**config.mk**
```make
export PLATFORM = sky130hd
export DESIGN_NAME = deco_rr_arbiter_flat
export DESIGN_NICKNAME = d
export VERILOG_FILES = /design/src/rtl/deco_rr_arbiter_if.sv /design/src/rtl/deco_rr_arbiter.sv /design/src/flat_wrapper.sv
export SDC_FILE = /design/constraint.sdc
export NUM_CORES = 1
export LEC_CHECK = 0
export BUFFER_PORTS_ARGS = -buffer_cell sky130_fd_sc_hd__buf_2
export CELL_PAD_IN_SITES_DETAIL_PLACEMENT = 2
export CELL_PAD_IN_SITES_GLOBAL_PLACEMENT = 2
export CORE_MARGIN = 10
export CORE_UTILIZATION = 35
export DETAILED_ROUTE_END_ITERATION = 16
export GPL_TIMING_DRIVEN = 1
export HOLD_SLACK_MARGIN = 0.1
export PLACE_DENSITY = 0.76
export SLEW_MARGIN = 0
export SYNTH_ARGS = -nofsm -noshare
export SYNTH_HDL_FRONTEND = slang
export SYNTH_SLANG_ARGS = --single-unit
```
**constraint.sdc**
```tcl
create_clock -name clk -period 4.05 [get_ports clk]
set_input_delay 0 -clock clk [delete_from_list [all_inputs] [get_ports clk]]
set_output_delay 0 -clock clk [all_outputs]
set_load 0.01 [all_outputs]
```
**src/rtl/deco_rr_arbiter_if.sv**
```systemverilog
// Bus between the requesters and deco_rr_arbiter.
// The requester side drives req/done. The arbiter side drives the decoder select/enable,
// the one-hot grant, busy and timeout.
interface deco_rr_arbiter_if;
  logic [7:0] req;
  logic [7:0] done;
  logic [2:0] grant_idx;
  logic       grant_en_n;
  logic [7:0] grant_oh;
  logic       busy;
  logic       timeout;

  modport master (
    output req,
    output done,
    input  grant_idx,
    input  grant_en_n,
    input  grant_oh,
    input  busy,
    input  timeout
  );

  modport slave (
    input  req,
    input  done,
    output grant_idx,
    output grant_en_n,
    output grant_oh,
    output busy,
    output timeout
  );
endinterface

```
**src/rtl/deco_rr_arbiter.sv**
```systemverilog
// deco_rr_arbiter: round-robin arbiter for one 8-way decoded resource.
// It drives the 3-to-8 decoder through grant_idx (A[2:0]) and grant_en_n (active-low enable).
// It also provides a registered one-hot grant for local use.
// Optional build macro: ARB_WATCHDOG_EN adds a hold counter that revokes a grant held MAX_HOLD cycles.
//
// state   | meaning
// --------+-----------------------------------------------------------
// S_IDLE  | no owner; pick the next requester after ptr on any request
// S_GRANT | owner holds the decoder until done/req drop (or watchdog)
// S_GAP   | one dead turnaround cycle, decoder disabled, busy still high
module deco_rr_arbiter #(
  parameter int MAX_HOLD  = 16,
  parameter int RESET_PTR = 7
) (
  input logic             clk,
  input logic             reset,
  deco_rr_arbiter_if.slave bus
);

  typedef enum logic [1:0] {
    S_IDLE  = 2'd0,
    S_GRANT = 2'd1,
    S_GAP   = 2'd2
  } state_t;

  state_t     state_q, state_d;
  logic [2:0] ptr_q, ptr_d;
  logic [2:0] idx_q, idx_d;
  logic       en_n_q, en_n_d;
  logic [7:0] oh_q, oh_d;
  logic       busy_q, busy_d;
  logic       timeout_q, timeout_d;

  logic [2:0] pick;
  logic [2:0] cand;
  logic       pick_vld;
  logic       owner_rel;
  logic       wd_hit;

  if (MAX_HOLD < 2) begin : g_max_hold_chk
    $error("deco_rr_arbiter: MAX_HOLD must be >= 2");
  end

  // Round-robin search: first requester at (ptr+1) upward, wrapping back to ptr itself last.
  always_comb begin
    pick     = '0;
    pick_vld = 1'b0;
    cand     = '0;
    for (int i = 1; i <= 8; i++) begin
      cand = ptr_q + 3'(i);
      if (!pick_vld && bus.req[cand]) begin
        pick     = cand;
        pick_vld = 1'b1;
      end
    end
  end

  // Only the current owner's done/req bits can end its grant; every other bit is ignored.
  assign owner_rel = bus.done[idx_q] | ~bus.req[idx_q];

`ifdef ARB_WATCHDOG_EN
  localparam int HOLD_W = $clog2(MAX_HOLD + 1);

  logic [HOLD_W-1:0] hold_cnt_q, hold_cnt_d;

  // Last permitted GRANT cycle: releasing at this edge gives exactly MAX_HOLD cycles of grant.
  assign wd_hit = (state_q == S_GRANT) && (hold_cnt_q == HOLD_W'(MAX_HOLD - 1));

  // Hold counter: counts GRANT cycles, saturates, clears whenever GRANT is left.
  always_comb begin
    hold_cnt_d = '0;
    if (state_q == S_GRANT && state_d == S_GRANT) begin
      hold_cnt_d = (hold_cnt_q == HOLD_W'(MAX_HOLD)) ? hold_cnt_q : hold_cnt_q + HOLD_W'(1);
    end
  end

  // Hold counter register.
  always_ff @(posedge clk or posedge reset) begin
    if (reset) begin
      hold_cnt_q <= '0;
    end else begin
      hold_cnt_q <= hold_cnt_d;
    end
  end
`else
  assign wd_hit = 1'b0;
`endif

  // Next-state and registered-output computation; a done on the limit cycle counts as normal release.
  always_comb begin
    state_d   = state_q;
    ptr_d     = ptr_q;
    idx_d     = idx_q;
    en_n_d    = en_n_q;
    oh_d      = oh_q;
    timeout_d = 1'b0;
    case (state_q)
      S_IDLE: begin
        if (pick_vld) begin
          idx_d   = pick;
          oh_d    = 8'h01 << pick;
          en_n_d  = 1'b0;
          state_d = S_GRANT;
        end
      end
      S_GRANT: begin
        if (owner_rel || wd_hit) begin
          en_n_d    = 1'b1;
          oh_d      = '0;
          ptr_d     = idx_q;
          timeout_d = wd_hit & ~owner_rel;
          state_d   = S_GAP;
        end
      end
      S_GAP: begin
        state_d = S_IDLE;
      end
      default: begin
        state_d = S_IDLE;
        en_n_d  = 1'b1;
        oh_d    = '0;
      end
    endcase
    busy_d = (state_d != S_IDLE);
  end

  // State and output registers; reset drops any grant immediately.
  always_ff @(posedge clk or posedge reset) begin
    if (reset) begin
      state_q   <= S_IDLE;
      ptr_q     <= 3'(RESET_PTR);
      idx_q     <= '0;
      en_n_q    <= 1'b1;
      oh_q      <= '0;
      busy_q    <= 1'b0;
      timeout_q <= 1'b0;
    end else begin
      state_q   <= state_d;
      ptr_q     <= ptr_d;
      idx_q     <= idx_d;
      en_n_q    <= en_n_d;
      oh_q      <= oh_d;
      busy_q    <= busy_d;
      timeout_q <= timeout_d;
    end
  end

  assign bus.grant_idx  = idx_q;
  assign bus.grant_en_n = en_n_q;
  assign bus.grant_oh   = oh_q;
  assign bus.busy       = busy_q;
  assign bus.timeout    = timeout_q;

endmodule

```
**src/flat_wrapper.sv**
```systemverilog
// flat-port wrapper written by rule: the top's interface ports become plain ports
module deco_rr_arbiter_flat 
#(
  parameter int MAX_HOLD  = 16,
  parameter int RESET_PTR = 7
)
  (clk, reset, bus_req, bus_done, bus_grant_idx, bus_grant_en_n, bus_grant_oh, bus_busy, bus_timeout);
  deco_rr_arbiter_if bus_i ();
  input logic clk;
  input logic reset;
  input wire logic [$bits(bus_i.req)-1:0] bus_req;
  input wire logic [$bits(bus_i.done)-1:0] bus_done;
  output wire logic [$bits(bus_i.grant_idx)-1:0] bus_grant_idx;
  output wire logic [$bits(bus_i.grant_en_n)-1:0] bus_grant_en_n;
  output wire logic [$bits(bus_i.grant_oh)-1:0] bus_grant_oh;
  output wire logic [$bits(bus_i.busy)-1:0] bus_busy;
  output wire logic [$bits(bus_i.timeout)-1:0] bus_timeout;
  assign bus_i.req = bus_req;
  assign bus_i.done = bus_done;
  assign bus_grant_idx = bus_i.grant_idx;
  assign bus_grant_en_n = bus_i.grant_en_n;
  assign bus_grant_oh = bus_i.grant_oh;
  assign bus_busy = bus_i.busy;
  assign bus_timeout = bus_i.timeout;
  deco_rr_arbiter #(.MAX_HOLD(MAX_HOLD), .RESET_PTR(RESET_PTR)) u_core (.clk(clk), .reset(reset), .bus(bus_i));
endmodule
```
# Yosys cells after proc, flatten, opt, wreduce, memory -nomap -nowiden
# Cells that the tools add are included.
[totals]
regBits = 18
output_inout_bits = 14
[classes]
add_sub_neg = 7
n_lt_le_gt_ge = 9
eq_ne = 4
shifts = 1
n_mux = 45
n_bitwise = 3
n_reduce_logical = 19
[ops]
columns = ["cell", "n"]
rows = [
  ["less-than comparator 3 x 4 -> 1 bit, second input constant", 9],
  ["binary-select mux 1 bit (select 3 bit)", 10],
  ["two-way mux 3 bit", 8],
  ["case mux 8 bit (3 select lines)", 1],
  ["two-way mux 1 bit", 20],
  ["two-way mux 8 bit", 2],
  ["adder 3 bit, second input constant", 4],
  ["left shift 1 x 3 -> 8 bit, first input constant", 1],
  ["logical AND 1 bit", 7],
  ["logical NOT 1 bit", 7],
  ["adder 3 x 2 -> 3 bit, second input constant", 2],
  ["two-way mux 2 bit", 2],
  ["inequality test 2 x 1 -> 1 bit, second input constant", 2],
  ["case mux 2 bit (2 select lines)", 1],
  ["AND reduction 2 bit", 2],
  ["adder 3 x 1 -> 3 bit, second input constant", 1],
  ["case mux 1 bit (3 select lines)", 1],
  ["AND reduction 3 bit", 1],
  ["== test 2 x 1 -> 1 bit, second input constant", 1],
  ["== test 2 bit, second input constant", 1],
  ["logical NOT 2 bit", 1],
  ["NOT 1 bit", 2],
  ["nonzero test 2 bit", 1],
  ["OR 1 bit", 1],
]

# Depth between registers and ports, before layout
[depth]
depth_word = 28
depth_mapped = 14
depth_no_buf = 9

# Least setup slack after synthesis
# OpenSTA, ideal clock, no wires.
[synth_path]
path_kind = "register -> register"
from = "reg u_core.ptr_q[1]"
to = "reg u_core.oh_q[1], in the netlist u_core.bus.grant_oh[1]"
setup_ps = 110
t_arrival_ps = 3502
required_time_ps = 3940
setup_slack_ps = 437
stages_incl_launch_ff = 14
path_buffers = 4
synth_period_minus_slack_ps = 3613
cell_sequence = "dfstp_2 > clkbuf_1 > buf_2 > inv_1 > ha_1 > buf_6 > buf_12 > mux4_2 > o22ai_2 > a31oi_2 > nor4_4 > and3_2 > a32oi_2 > o41ai_1"
[synth_via]
elab_chain_cells = 28
elab_cells_between_ends = 58
classes_between = "add/sub: 7; eq/ne: 1; shift: 1; mux: 34; reduce/logical: 15"
[synth_rtl]
columns = ["element", "line", "rtl"]
rows = [
  ["from (decl)", "deco_rr_arbiter.sv:27", "logic [2:0] ptr_q, ptr_d;"],
  ["from (signal assigned)", "deco_rr_arbiter.sv:131", "ptr_q <= 3'(RESET_PTR);"],
  ["from (signal assigned)", "deco_rr_arbiter.sv:139", "ptr_q <= ptr_d;"],
  ["adder 3 x 1 -> 3 bit", "deco_rr_arbiter.sv:50", "cand = ptr_q + 3'(i);"],
  ["binary-select mux 1 bit (select 3 bit)", "deco_rr_arbiter.sv:51", "if (!pick_vld && bus.req[cand]) begin"],
  ["two-way mux 1 bit (implied by the code)", "deco_rr_arbiter.sv:51", ""],
  ["two-way mux 1 bit", "deco_rr_arbiter.sv:51", ""],
  ["logical NOT 1 bit", "deco_rr_arbiter.sv:51", ""],
  ["logical AND 1 bit", "deco_rr_arbiter.sv:51", ""],
  ["two-way mux 1 bit", "deco_rr_arbiter.sv:51", ""],
  ["logical NOT 1 bit", "deco_rr_arbiter.sv:51", ""],
  ["(+12 left out)", "--", ""],
  ["logical AND 1 bit", "deco_rr_arbiter.sv:51", ""],
  ["two-way mux 1 bit", "deco_rr_arbiter.sv:51", ""],
  ["logical NOT 1 bit", "deco_rr_arbiter.sv:51", ""],
  ["logical AND 1 bit", "deco_rr_arbiter.sv:51", ""],
  ["two-way mux 3 bit", "deco_rr_arbiter.sv:51", ""],
  ["left shift 1 x 3 -> 8 bit", "deco_rr_arbiter.sv:101", "oh_d = 8'h01 << pick;"],
  ["two-way mux 8 bit", "deco_rr_arbiter.sv:99", "if (pick_vld) begin"],
  ["case mux 8 bit (3 select lines)", "deco_rr_arbiter.sv:97", "case (state_q)"],
  ["to (signal assigned)", "deco_rr_arbiter.sv:142", "oh_q <= oh_d;"],
  ["to (decl)", "deco_rr_arbiter.sv:30", "logic [7:0] oh_q, oh_d;"],
]
# Parallel ways exist; a longest one is shown, timed or not. The select of a mux whose other input is x is not followed.
# A chain may end at the register's enable or synchronous reset.

# Worst setup path after layout
[layout_path]
from = "reg u_core.ptr_q[1]"
to = "reg u_core.oh_q[2], in the netlist u_core.bus.grant_oh[2]"
# The elaborated chain is that of the path after synthesis.

==> reports/metrics.cfg <==
[status]
run_status = finished clean

[place]
detailedPlacementHpwl_mm = 4.947
port-buffer-count = 30
finalWeightedCongestion = 0.8744

[layout]
most_common_cell_after_layout_fill_and_taps_aside = sky130_fd_sc_hd__buf_2
final_core_utilization_pct = 39.96
syn_to_final_growth_pct = 12.14
final_net_count = 252
antenna_cells_inserted = 0
most-common-layout-cells = sky130_fd_sc_hd__buf_2 (30), sky130_fd_sc_hd__nand2_1 (23), sky130_fd_sc_hd__mux2i_1 (14), sky130_fd_sc_hd__dfrtp_1 (14), sky130_fd_sc_hd__o21ai_0 (12)
nFillCells = 613
drive_gt1_share_pct = 29.44

[pwr]
total_leakage_power_uw = 0.0008791
vdd.ir_drop.worst_v = 0.0003733
power.total_uw = 2124
powerDensity_mw_per_mm2 = 977.4

[hold_path]
worstHoldPathCells = 5
hold_class = in -> reg

[global_route]
maximum_number_of_pins_on_one_net_before_global_route_repair = 24
grt.overflow.total = 0
globalRouteTotalUtil_pct = 14.74
grt_pass1_wl_mm = 10.77
number_of_global_route_vias_before_repair = 2001
grt_antenna_before_repair = 0

[worst_setup_path]
worst_reg_to_reg_cells = 10
arrival_ns = 3.65
cp.required_ns = 4.18
critical_path.endpoint_type = register
top_fanout_value_on_the_critical_path = 17
criticalPathCategory = reg -> reg
worstSetupStartpointType = register

[route]
drtAntennaViolNets = 0
dr_total_vias = 1852
finalWirelength_mm = 6.346
vias_per_cell = 6.112
detail_route.drc_violations = 0
drt-wirelength-per-cell_microns = 20.94
detail_route.first_pass.iterations = 4
initialDrtViolationCount = 113

[die]
start_util_pct = 35.63
top_level_ports = 32
num_rows = 27
overall_die_area_sq_mm = 0.008914
die_width_microns = 94.42
core_area_sq_mm = 0.005439
chipHeight_microns = 94.42

[timing]
grt_setup_unrepaired = false
hold_viol = 0
setup_viol = 0
max_slew.worst_pin.slew_ns = 1.043
report.final.slew_viol_count = 0
fmaxAchievable_mhz = 284.4
final_min_period_over_clock_period_pct = 86.82
slew_headroom_pct = 29.75
fin_worst_skew_ns = 0.001121
final_critical_path_required_period_ns = 3.516
fin_setup_tns_ns = 0

[synthesis]
count_of_flip_flops_with_a_built_in_enable_after_synthesis = 0
synth_area_sq_mm = 0.001938
synth.net_count = 229
netlist_instances = 209
yosysWarningCount = 0
synth_cell_type_count = 54
synth-seq-cells = 18
asyncSetResetFlopFracSynth_pct = 100.0
seq_area_frac_synth_pct = 23.50
dominantRegCellSynth = sky130_fd_sc_hd__dfrtp_1
avgSynthCellArea_sq_um = 9.273

[clocking]
cts_resized = 0
clock_sinks = 18
clk-insertion-delay-late_ns = 0.25
post_cts_buffers = 0
cts_hold_buffers = 1
clock_tree_from_tritoncts = built
clock_tree.htree_level_count = 1
cts_buffers = 3
cts.clk_slew.worst_paths_ns = 0.07
cts.path.max_buffers = 2
clockRootBuffer = sky130_fd_sc_hd__clkbuf_8

[flow_run]
max_cap_viol_count = 0

-- synthesized netlist by cell type (all sizes together) (3+ instances only) --
cell     n  area (sq um)
a221o    4         40.04
buf     10         73.82
clkbuf   7         26.28
dfrtp   14         350.3
dfstp    4         105.1
inv      9         33.78
mux2     6         67.56
mux2i   14         140.1
mux4    11         251.5
nand2   23         86.33
nand2b   8         50.05
nand3   11         55.05
nor2     4         15.01
nor2b    3         18.77
nor3     8         40.04
nor3b    6         45.04
o211ai   3         22.52
o21ai   12         60.06
o221ai   3         26.28
o31ai    4         30.03
o41ai    5         43.79
or2      3         18.77
-- per-stage QoR --
stage / hold slack, ns / worst slack, ns / area, sq um / instances
2_1_floorplan: -0.06435 / 0.4373 / 1938 / 209
3_3_place_gp: 0.1296 / 0.6369 / 2108 / 298
3_5_place_dp: 0.1492 / 0.5183 / 2108 / 298
4_1_cts: 0.2844 / 0.4939 / 2173 / 303
5_1_grt: 0.3553 / 0.1937 / 2173 / 303
6_report: 0.2719 / 0.5338 / 2173 / 303
-- metal layers --
| metal | vias to the layer above | GRT usage (%) | share of wire, % |
|---|---|---|---|
| met1 | 956 | 20.28 | 47 |
| met5 | - | 0 | 0 |
| met2 | 36 | 24.03 | 48 |
| met4 | 0 | 1.646 | 0.80 |
| li1 | 856 | - | - |
| met3 | 4 | 2.776 | 3.9 |
-- logic make-up after synthesis --
logic type               after synthesis  share of synthesized area (%)
other                                  1                         0.1935
AO/OA/AOI/OAI                         51                          20.79
multiplexers                          31                          23.69
XOR/XNOR                               3                          1.356
buffers and inverters                 26                          6.908
AND/OR/NAND/NOR                       77                          22.27
flip-flops                            18                          23.50
adder cells (fa/ha/maj)                2                          1.291
-- critical path: stages, from the launching register on --
cell and delay, ns:
sky130_fd_sc_hd__dfstp_2 0.53, sky130_fd_sc_hd__inv_1 0.10, sky130_fd_sc_hd__ha_1 0.49, sky130_fd_sc_hd__buf_4 0.30, sky130_fd_sc_hd__mux4_2 0.39, sky130_fd_sc_hd__nand2b_1 0.14
sky130_fd_sc_hd__a31oi_2 0.16, sky130_fd_sc_hd__o41ai_1 0.51, sky130_fd_sc_hd__nand2_1 0.14, sky130_fd_sc_hd__and3_1 0.25, sky130_fd_sc_hd__o41ai_1 0.38
-- final cells by class --
type,instances,area [sq um],share of cell area [%]
Multi-Input combinational cell,165,1349,62.06
Tap cell,72,90.09,4.145
Inverter,9,33.78,1.554
Sequential cell,18,455.4,20.96
Timing Repair Buffer,35,190.2,8.751
Clock buffer,4,55.05,2.533
-- flip-flops by register name (all words and copies together) (netlist names) --
register,count
u_core.bus.grant_idx,3
u_core.ptr_q,3
u_core.bus.grant_oh,8
u_core.state_q,2
u_core.bus.grant_en_n,1
u_core.bus.busy,1
-- worst paths after layout --
kind                                        from                       to  slack [ns]
setup / recovery                 u_core.ptr_q[1]   u_core.bus.grant_oh[2]        0.53
hold / removal                       bus_done[5]          u_core.ptr_q[2]        0.27
setup reg to reg                 u_core.ptr_q[1]   u_core.bus.grant_oh[2]        0.53
hold reg to reg            u_core.bus.grant_en_n    u_core.bus.grant_en_n        0.48
max in group asynchronous                  reset   u_core.bus.grant_oh[6]        3.23
min in group asynchronous                  reset  u_core.bus.grant_idx[1]        0.39
-- power by group --
part	switching (uW)	internal (uW)
combinational	991	645
clock	59.9	86.4
sequential	80.3	261
No activity file was read; power rests on OpenSTA's default activity.
